--- src/rtl/mult_pkg.sv ---
// Shared types for the sequential radix-4 Booth multiplier: FSM states,
// recoded digit flags and the iteration count.
package mult_pkg;

    typedef enum logic [1:0] {
        IDLE,
        RUN,
        DONE
    } state_t;

    // One radix-4 Booth digit in {-2,-1,0,+1,+2}
    typedef struct packed {
        logic neg;
        logic two;
        logic zero;
    } booth_digit_t;

    // Both operands are widened by two bits, so WIDTH/2 + 1 digit pairs cover them
    function automatic int booth_iters(input int width);
        return width / 2 + 1;
    endfunction

endpackage

--- src/rtl/booth_r4_encoder.sv ---
// Combinational radix-4 Booth recoder: {b[i+1], b[i], b[i-1]} -> signed digit.
module booth_r4_encoder
    import mult_pkg::*;
(
    input  logic [2:0]   bits,
    output booth_digit_t digit
);

    // 011 -> +2, 100 -> -2; 000 and 111 -> 0; the rest are +/-1
    assign digit.neg  = bits[2];
    assign digit.zero = (bits == 3'b000) || (bits == 3'b111);
    assign digit.two  = (bits == 3'b011) || (bits == 3'b100);

endmodule

--- src/rtl/seq_booth_multiplier.sv ---
// Sequential radix-4 Booth multiplier: two multiplier bits per cycle through
// one shared adder, with a start/done handshake and runtime signed/unsigned mode.
module seq_booth_multiplier
    import mult_pkg::*;
#(
    parameter int WIDTH = 32
) (
    input  logic                 clk,
    input  logic                 rst,
    input  logic                 start,
    input  logic                 signed_mode,
    input  logic [WIDTH-1:0]     A,
    input  logic [WIDTH-1:0]     B,
    output logic                 busy,
    output logic                 done,
    output logic [2*WIDTH-1:0]   P
);

    localparam int N  = booth_iters(WIDTH);
    localparam int CW = $clog2(N + 1);
    localparam int EW = WIDTH + 2;
    localparam int AW = WIDTH + 4;

    state_t          state, state_next;
    logic            load, step, finish;
    logic [CW-1:0]   cnt;
    logic [EW-1:0]   a_reg;
    logic [EW-1:0]   mq;
    logic            prev;
    logic [AW-1:0]   acc;
    logic [AW-1:0]   a_wide, mag, addend, sum;
    booth_digit_t    digit;

    booth_r4_encoder u_enc (
        .bits  ({mq[1:0], prev}),
        .digit (digit)
    );

    always_ff @(posedge clk or posedge rst) begin
        if (rst) state <= IDLE;
        else     state <= state_next;
    end

    // A start seen in DONE is accepted exactly as in IDLE, giving gap-free issue
    always_comb begin
        state_next = state;
        load       = 1'b0;
        step       = 1'b0;
        finish     = 1'b0;
        case (state)
            IDLE: begin
                if (start) begin
                    load       = 1'b1;
                    state_next = RUN;
                end
            end
            RUN: begin
                if (cnt == '0) begin
                    finish     = 1'b1;
                    state_next = DONE;
                end else begin
                    step = 1'b1;
                end
            end
            DONE: begin
                if (start) begin
                    load       = 1'b1;
                    state_next = RUN;
                end else begin
                    state_next = IDLE;
                end
            end
            default: state_next = IDLE;
        endcase
    end

    assign busy = (state == RUN);
    assign done = (state == DONE);

    // Two guard bits above the extended multiplicand keep +/-2*A plus the
    // running partial sum from ever overflowing the accumulator
    always_comb begin
        a_wide = {{2{a_reg[EW-1]}}, a_reg};
        mag    = digit.two ? (a_wide << 1) : a_wide;
        addend = digit.zero ? '0 : (digit.neg ? (~mag + AW'(1)) : mag);
        sum    = acc + addend;
    end

    always_ff @(posedge clk or posedge rst) begin
        if (rst) begin
            cnt   <= '0;
            a_reg <= '0;
            mq    <= '0;
            prev  <= 1'b0;
            acc   <= '0;
            P     <= '0;
        end else if (load) begin
            a_reg <= signed_mode ? {{2{A[WIDTH-1]}}, A} : {2'b00, A};
            mq    <= signed_mode ? {{2{B[WIDTH-1]}}, B} : {2'b00, B};
            prev  <= 1'b0;
            acc   <= '0;
            cnt   <= CW'(N);
        end else if (step) begin
            acc   <= {{2{sum[AW-1]}}, sum[AW-1:2]};
            mq    <= {sum[1:0], mq[EW-1:2]};
            prev  <= mq[1];
            cnt   <= cnt - CW'(1);
        end else if (finish) begin
            P     <= {acc[WIDTH-3:0], mq};
        end
    end

endmodule

--- config.mk ---
export PLATFORM = sky130hd
export DESIGN_NAME = seq_booth_multiplier
export DESIGN_NICKNAME = d
export VERILOG_FILES = /design/src/rtl/mult_pkg.sv /design/src/rtl/booth_r4_encoder.sv /design/src/rtl/seq_booth_multiplier.sv
export SDC_FILE = /design/constraint.sdc
export NUM_CORES = 1
export LEC_CHECK = 0
export CORE_MARGIN = 2
export CORE_UTILIZATION = 40
export CTS_CLUSTER_DIAMETER = 80
export DETAILED_ROUTE_END_ITERATION = 10
export SYNTH_ARGS = -nofsm -noshare
export SYNTH_HDL_FRONTEND = slang
export SYNTH_SLANG_ARGS = --single-unit
--- constraint.sdc ---
create_clock -name clk -period 7.85 [get_ports clk]
set_input_delay 1.1775 -clock clk [delete_from_list [all_inputs] [get_ports clk]]
set_output_delay 1.1775 -clock clk [all_outputs]
set_load 0.02 [all_outputs]
==> results.json, run 1 <==
{
  "status": "completed",
  "cts_tree": "done",
  "register_area_mm2": 0.004329,
  "hold_path_end": "P[11]",
  "gr-usage-all-layers_pct": 21.84,
  "synth_fp_nets": 1498,
  "period_share_pct": 81.90,
  "reg_top3": "P (64), acc (34), mq (34)",
  "relSlewSlack_pct": 32.53,
  "io_buffers": 133,
  "globalplace.congestion": 0.9395,
  "ios": 134,
  "multiInputGateArea_mm2": 0.006081,
  "coreArea_mm2": 0.02688,
  "drt_pass1_iterations": 5,
  "synth_cells": 1391,
  "max_cap_viol_count": 0,
  "rsz0062_at_grt": "no",
  "wl_per_cell_um": 16.80,
  "tns_ps": 0,
  "yosys_warnings": 0,
  "drt_wl_total_um": 30560,
  "drtAntennaViolNets": 0,
  "grt_pass1_wl_um": 50090,
  "rows": 60,
  "start_util_pct": 40.64,
  "worstPathMaxFanout": 33,
  "drv_slew": 0,
  "vias": 9989,
  "post_cts_buffers": 0,
  "min_path_type": "reg -> reg",
  "cts_resized": 0,
  "top_register": "P",
  "clkTransAtPathRegs_ps": 90,
  "synth_top_area_cell": "dfrtp_1",
  "drtIter0Drc": 866,
  "htree_num_levels": 4,
  "worst_pin_slew_ps": 1012,
  "cp_data_arrival_time_ps": 6800,
  "clock-skew-final_ps": 18.82,
  "endpoint_kind": "register",
  "setup_viol": 0,
  "synth_ff_type": "dfrtp_1",
  "hpwl_um": 21190,
  "avgSynthCellArea_um2": 7.853,
  "fin_nets": 1572,
  "min_period_ps": 6429,
  "postCtsHoldBufs": 0,
  "grt_overflow_total": 0,
  "drive_gt1_share_pct": 5.616,
  "crit_type": "reg -> reg",
  "synth.distinct_cells": 76,
  "antenna_found_initial": 0,
  "die_w_um": 169.3,
  "r2r_setup_slack_ps": 1420,
  "cts.path.max_buffers": 2,
  "area.growth.synth_to_final_pct": 19.53,
  "grt_pass1_vias": 9357,
  "r2r_cells": 21,
  "cp.required_ps": 8220,
  "diodes": 0,
  "max_freq_mhz": 155.6,
  "die_area_mm2": 0.02865,
  "startpoint_type": "register",
  "hold_start": "P[11]",
  "cts.sinks": 173,
  "largest_register_ffs": 64,
  "synth_seq_cells": 173,
  "synth-edff-count": 0,
  "yosysTopAreaCellShare_pct": 39.63,
  "synth_area_leaders": "dfrtp_1, nand2_1, ha_1",
  "clock_latency_ps": 450,
  "reg2reg_from": "prev",
  "die_h_um": 169.3,
  "remaining_drc_errors": 0,
  "synth-async-reset-ratio_pct": 100.0,
  "holdPathStages": 2,
  "syn_area_mm2": 0.01092,
  "final_hold_viol_count": 0,
  "cts_root_buf": "clkbuf_16",
  "synth_seq_area_share_pct": 39.63,
  "num-fill-cells": 2687,
  "grt_start_max_net_pins": 106,
  "vias_per_cell": 5.491,
  "cts_made_buffers": 17,
  "r2r_end": "acc[34]",
  "hold_slack_ps": 475.7
}
[metrics by stage]
stage          area [um^2]  utilization [%]  instances  worst slack, ps
6_report             13060            48.58       1819             1421
5_1_grt              13060            48.58       1819            904.4
4_1_cts              13060            48.58       1819             1551
3_5_place_dp         12410            46.19       1787             1555
3_3_place_gp         12410            46.19       1787             1672
2_1_floorplan        10920                -       1391             1984
[routing by layer]
metal	track usage (%)	share of wire, %	vias to the layer above	routed length [um]
met5	0	0	-	0
li1	-	-	4920	-
met3	3.148	4.9	28	1498
met4	5.425	1.1	0	346
met2	32.94	44	330	13420
met1	32.90	50	4711	15290
[kinds of logic (layout without fill, tap and decap cells)]
kind of cell	after synthesis	after routing	synth area share (%)
adders and majority gates	41	41	4.719
buffers and inverters	126	213	4.948
xor gates and xnor gates	60	60	4.811
muxes	16	16	1.489
AOI/OAI and AO/OA	315	315	18.44
and+or+nand+nor	660	660	25.96
DFF	173	173	39.63
[cells in the mapped netlist, types with 3 or more instances]
cell type and count:
nand2_1 428, dfrtp_1 173, nor2_1 94, o21ai_0 87, a21oi_1 68, clkbuf_1 68, nand3_1 41, a31oi_1 39
ha_1 38, xnor2_1 35, inv_1 31, nor3_1 26, xor2_1 25, a21o_1 14, mux2i_1 14, nand2b_1 11
nor2b_1 11, o21bai_1 11, o22ai_1 11, or3_1 11, buf_4 10, a211oi_1 8, o21ai_1 8, a221oi_1 7
buf_1 7, a22oi_1 6, buf_2 6, o211ai_1 6, a2111oi_0 5, nand3b_1 5, nor4_1 5, o21a_1 4
or2_2 4, a211o_1 3, a21boi_0 3, a31o_2 3, a32oi_1 3, and2_1 3, buf_6 3, nand4_1 3
nor3b_1 3, o221a_2 3, o31ai_1 3
[critical path: stages, from the launching register on]
cell,delay [ps]
dfrtp_1,1010
nand2b_1,450
nor2_4,300
nor2_1,100
buf_4,210
a2111o_1,500
nor4_4,550
nand2b_1,240
nor2_1,130
o21ai_0,80
a221oi_1,280
ha_1,300
nand4_1,270
nor4_1,410
nand3_1,150
nor2_1,120
a22oi_1,130
o31ai_1,460
o41ai_1,160
xor2_1,190
o21a_1,190
mux2i_1,120
[cell type report]
| type | instances | area share, % |
|---|---|---|
| Multi-Input combinational cell | 1092 | 46.57 |
| Sequential cell | 173 | 33.16 |
| Timing Repair Buffer | 149 | 11.12 |
| Tap cell | 341 | 3.268 |
| Clock buffer | 17 | 3.258 |
| Clock inverter | 15 | 1.667 |
| Inverter | 32 | 0.9583 |
[worst max path at each step]
stage,start,to,slack [ps],depth (start not counted)
after floorplan,rst,P[0],1980,1
after global placement,prev,acc[34],1670,21
after detailed placement,prev,acc[34],1560,21
after CTS,prev,acc[34],1550,21
after global routing,prev,acc[34],900,21
final,prev,acc[34],1420,21
[layout by cell type (no fill, tap or decap), drive strengths merged, types with 16 or more instances in the layout]
cell type / Yosys / final
nand2: 428 / 428
dfrtp: 173 / 173
clkdlybuf4s50: 0 / 133
nor2: 96 / 96
o21ai: 96 / 96
a21oi: 68 / 68
nand3: 43 / 43
inv: 32 / 42
a31oi: 41 / 41
ha: 38 / 38
xnor2: 35 / 35
nor3: 26 / 26
xor2: 25 / 25
clkbuf: 68 / 17
buf: 26 / 16
Power of run 1 is left out: the tool's default activity adds up to more than one toggle a clock period on the data nets, which glitch-free logic cannot reach.
==> run 2, diff against run 1 <==
==> constraint.sdc (replaced) <==
create_clock -name clk -period 5.77 [get_ports clk]
set_input_delay 0.8655 -clock clk [delete_from_list [all_inputs] [get_ports clk]]
set_output_delay 0.8655 -clock clk [all_outputs]
set_load 0.02 [all_outputs]
==> results.json, run 2 (synthesis results as in run 1) <==
{
  "area.growth.synth_to_final_pct": 21.60,
  "routed.top_layer": "met4",
  "setup_viol": 0,
  "max_freq_mhz": 185.6,
  "holdPathStages": 2,
  "met2WireLength_um": 14030,
  "drt_wl_total_um": 32070,
  "grt_pass1_vias": 9488,
  "clock-skew-final_ps": 17.16,
  "postCtsHoldBufs": 0,
  "dr_wl_met3_um": 1550,
  "worstPathMaxFanout": 13,
  "vias_per_cell": 5.467,
  "rows": 60,
  "die_w_um": 169.3,
  "reg2reg_from": "mq[0]",
  "worst_pin_slew_ps": 870.6,
  "io_buffers": 133,
  "clkTransAtPathRegs_ps": 90,
  "ios": 134,
  "drtAntennaViolNets": 0,
  "dpl.cell_count": 1803,
  "reg_top3": "P (64), acc (34), mq (34)",
  "drt_pass1_iterations": 8,
  "grt_pass1_wl_um": 51990,
  "final_common_cell": "nand2_1",
  "fin_cells": 1841,
  "hold_start": "P[3]",
  "cpMostUsedCell": "nor3_1",
  "cts_tree": "done",
  "top_register": "P",
  "die_area_mm2": 0.02865,
  "cp_cell_sequence": "or2_2 -> o21ai_2 -> mux2i_1 -> ha_1 -> o211ai_1 -> buf_4 -> nor4_4 -> nand2_1 -> nor3_1 -> nor3_1 -> nor3_1 -> ha_1 -> nand4_1 -> nor4_2 -> a221oi_1 -> nand2_1 -> a22oi_1 -> o31ai_2 -> o41ai_2 -> xor2_1 -> o21a_1 -> mux2i_1",
  "min_period_ps": 5389,
  "drive_gt1_share_pct": 7.467,
  "cts.sinks": 173,
  "gr-usage-all-layers_pct": 22.83,
  "status": "completed",
  "r2r_cells": 22,
  "htree_num_levels": 4,
  "hpwl_um": 22330,
  "antenna_found_initial": 0,
  "cts_made_buffers": 17,
  "final_cell_mix": "nand2_1, dfrtp_1, clkdlybuf4s50_1, nor2_1, o21ai_0",
  "drv_slew": 0,
  "coreArea_mm2": 0.02688,
  "remaining_drc_errors": 0,
  "wl_per_cell_um": 17.42,
  "crit_buf_inv": 1,
  "r2r_end": "acc[34]",
  "crit_slowest_cell": "dfrtp_2",
  "grt_start_max_net_pins": 91,
  "r2r_setup_slack_ps": 380,
  "crit_family": "simple AND/OR/NAND/NOR gates",
  "crit_path_max_incr_delay_ps": 520,
  "post-route-util_pct": 49.42,
  "vias": 10070,
  "grt_overflow_total": 0,
  "cts_root_buf": "clkbuf_16",
  "startpoint_type": "register",
  "crit_type": "reg -> reg",
  "period_share_pct": 93.39,
  "clock_latency_ps": 450,
  "fin_nets": 1594,
  "start_util_pct": 40.64,
  "endpoint_kind": "register",
  "cp_data_arrival_time_ps": 5720,
  "drtIter0Drc": 913,
  "hold_slack_ps": 474.4,
  "cp.required_ps": 6100,
  "hold_path_end": "P[3]",
  "globalplace.congestion": 0.9371,
  "cts.path.max_buffers": 2,
  "max_cap_viol_count": 0,
  "diodes": 0,
  "min_path_type": "reg -> reg",
  "largest_register_ffs": 64,
  "wl_met1_um": 15880,
  "relSlewSlack_pct": 41.96,
  "die_h_um": 169.3,
  "final_hold_viol_count": 0
}
run 2: cell types whose count changed in the layout (fill, tap and decap cells not counted), sizes merged:
cell,delta
buf,+22
run 2: repair_timing:
action                                 in CTS  in global routing
endpoints found under the hold margin       0                  0
resized for setup                           0                  8
buffers inserted                            0                  6
setup endpoints to repair                   0                  7
run 2: worst max-delay path by stage:
stage                          to  startpoint  depth (start not counted)
after floorplan              P[0]         rst                          1
after global placement    acc[34]       mq[0]                         21
after detailed placement  acc[34]       mq[0]                         21
after CTS                 acc[34]       mq[0]                         21
after global routing      acc[34]       mq[0]                         22
final                     acc[34]       mq[0]                         22
run 2: area by class of cell:
cell class                      count  area (um^2)
Fill cell                        2672        13590
Multi-Input combinational cell   1092         6115
Sequential cell                   173         4333
Timing Repair Buffer              171         1642
Tap cell                          341        426.7
Clock buffer                       17        425.4
Clock inverter                     15        216.5
Inverter                           32        125.1
run 2: through the flow:
stage,cell area (um^2),setup TNS [ps],worst slack (ps)
2_1_floorplan,10920,0,216.0
3_3_place_gp,12560,0,280.4
3_5_place_dp,12560,0,60.91
4_1_cts,13200,0,12.67
5_1_grt,13280,-14.02,-14.02
6_report,13280,0,381.3
run 2: worst register-to-register path, delay by kind of cell, from the launching register on:
kind | cells | cell delay (ps)
simple gates | 9 | 1830
fa+ha+maj | 2 | 620
buf+inv | 1 | 220
xor+xnor | 1 | 220
compound gates | 7 | 1580
mux | 2 | 270
flops | 1 | 520
run 2: metal layers:
layer / global-route usage, % / vias up
met3: 3.288 / 37
met5: 0 / -
met2: 34.34 / 302
met4: 6.726 / 0
met1: 34.05 / 4772
li1: - / 4954
Power of run 2 is left out for the same reason.
==> run 3, diff against run 2 <==
--- a/config.mk
+++ b/config.mk
@@ -9,6 +9,7 @@
 export CORE_UTILIZATION = 40
 export CTS_CLUSTER_DIAMETER = 80
 export DETAILED_ROUTE_END_ITERATION = 10
+export SKIP_CTS_REPAIR_TIMING = 1
 export SYNTH_ARGS = -nofsm -noshare
 export SYNTH_HDL_FRONTEND = slang
 export SYNTH_SLANG_ARGS = --single-unit
==> results of run 3 <==
No change in the layout: final DEF, timing and power equal those of run 2.
Power of run 3 is left out for the same reason.
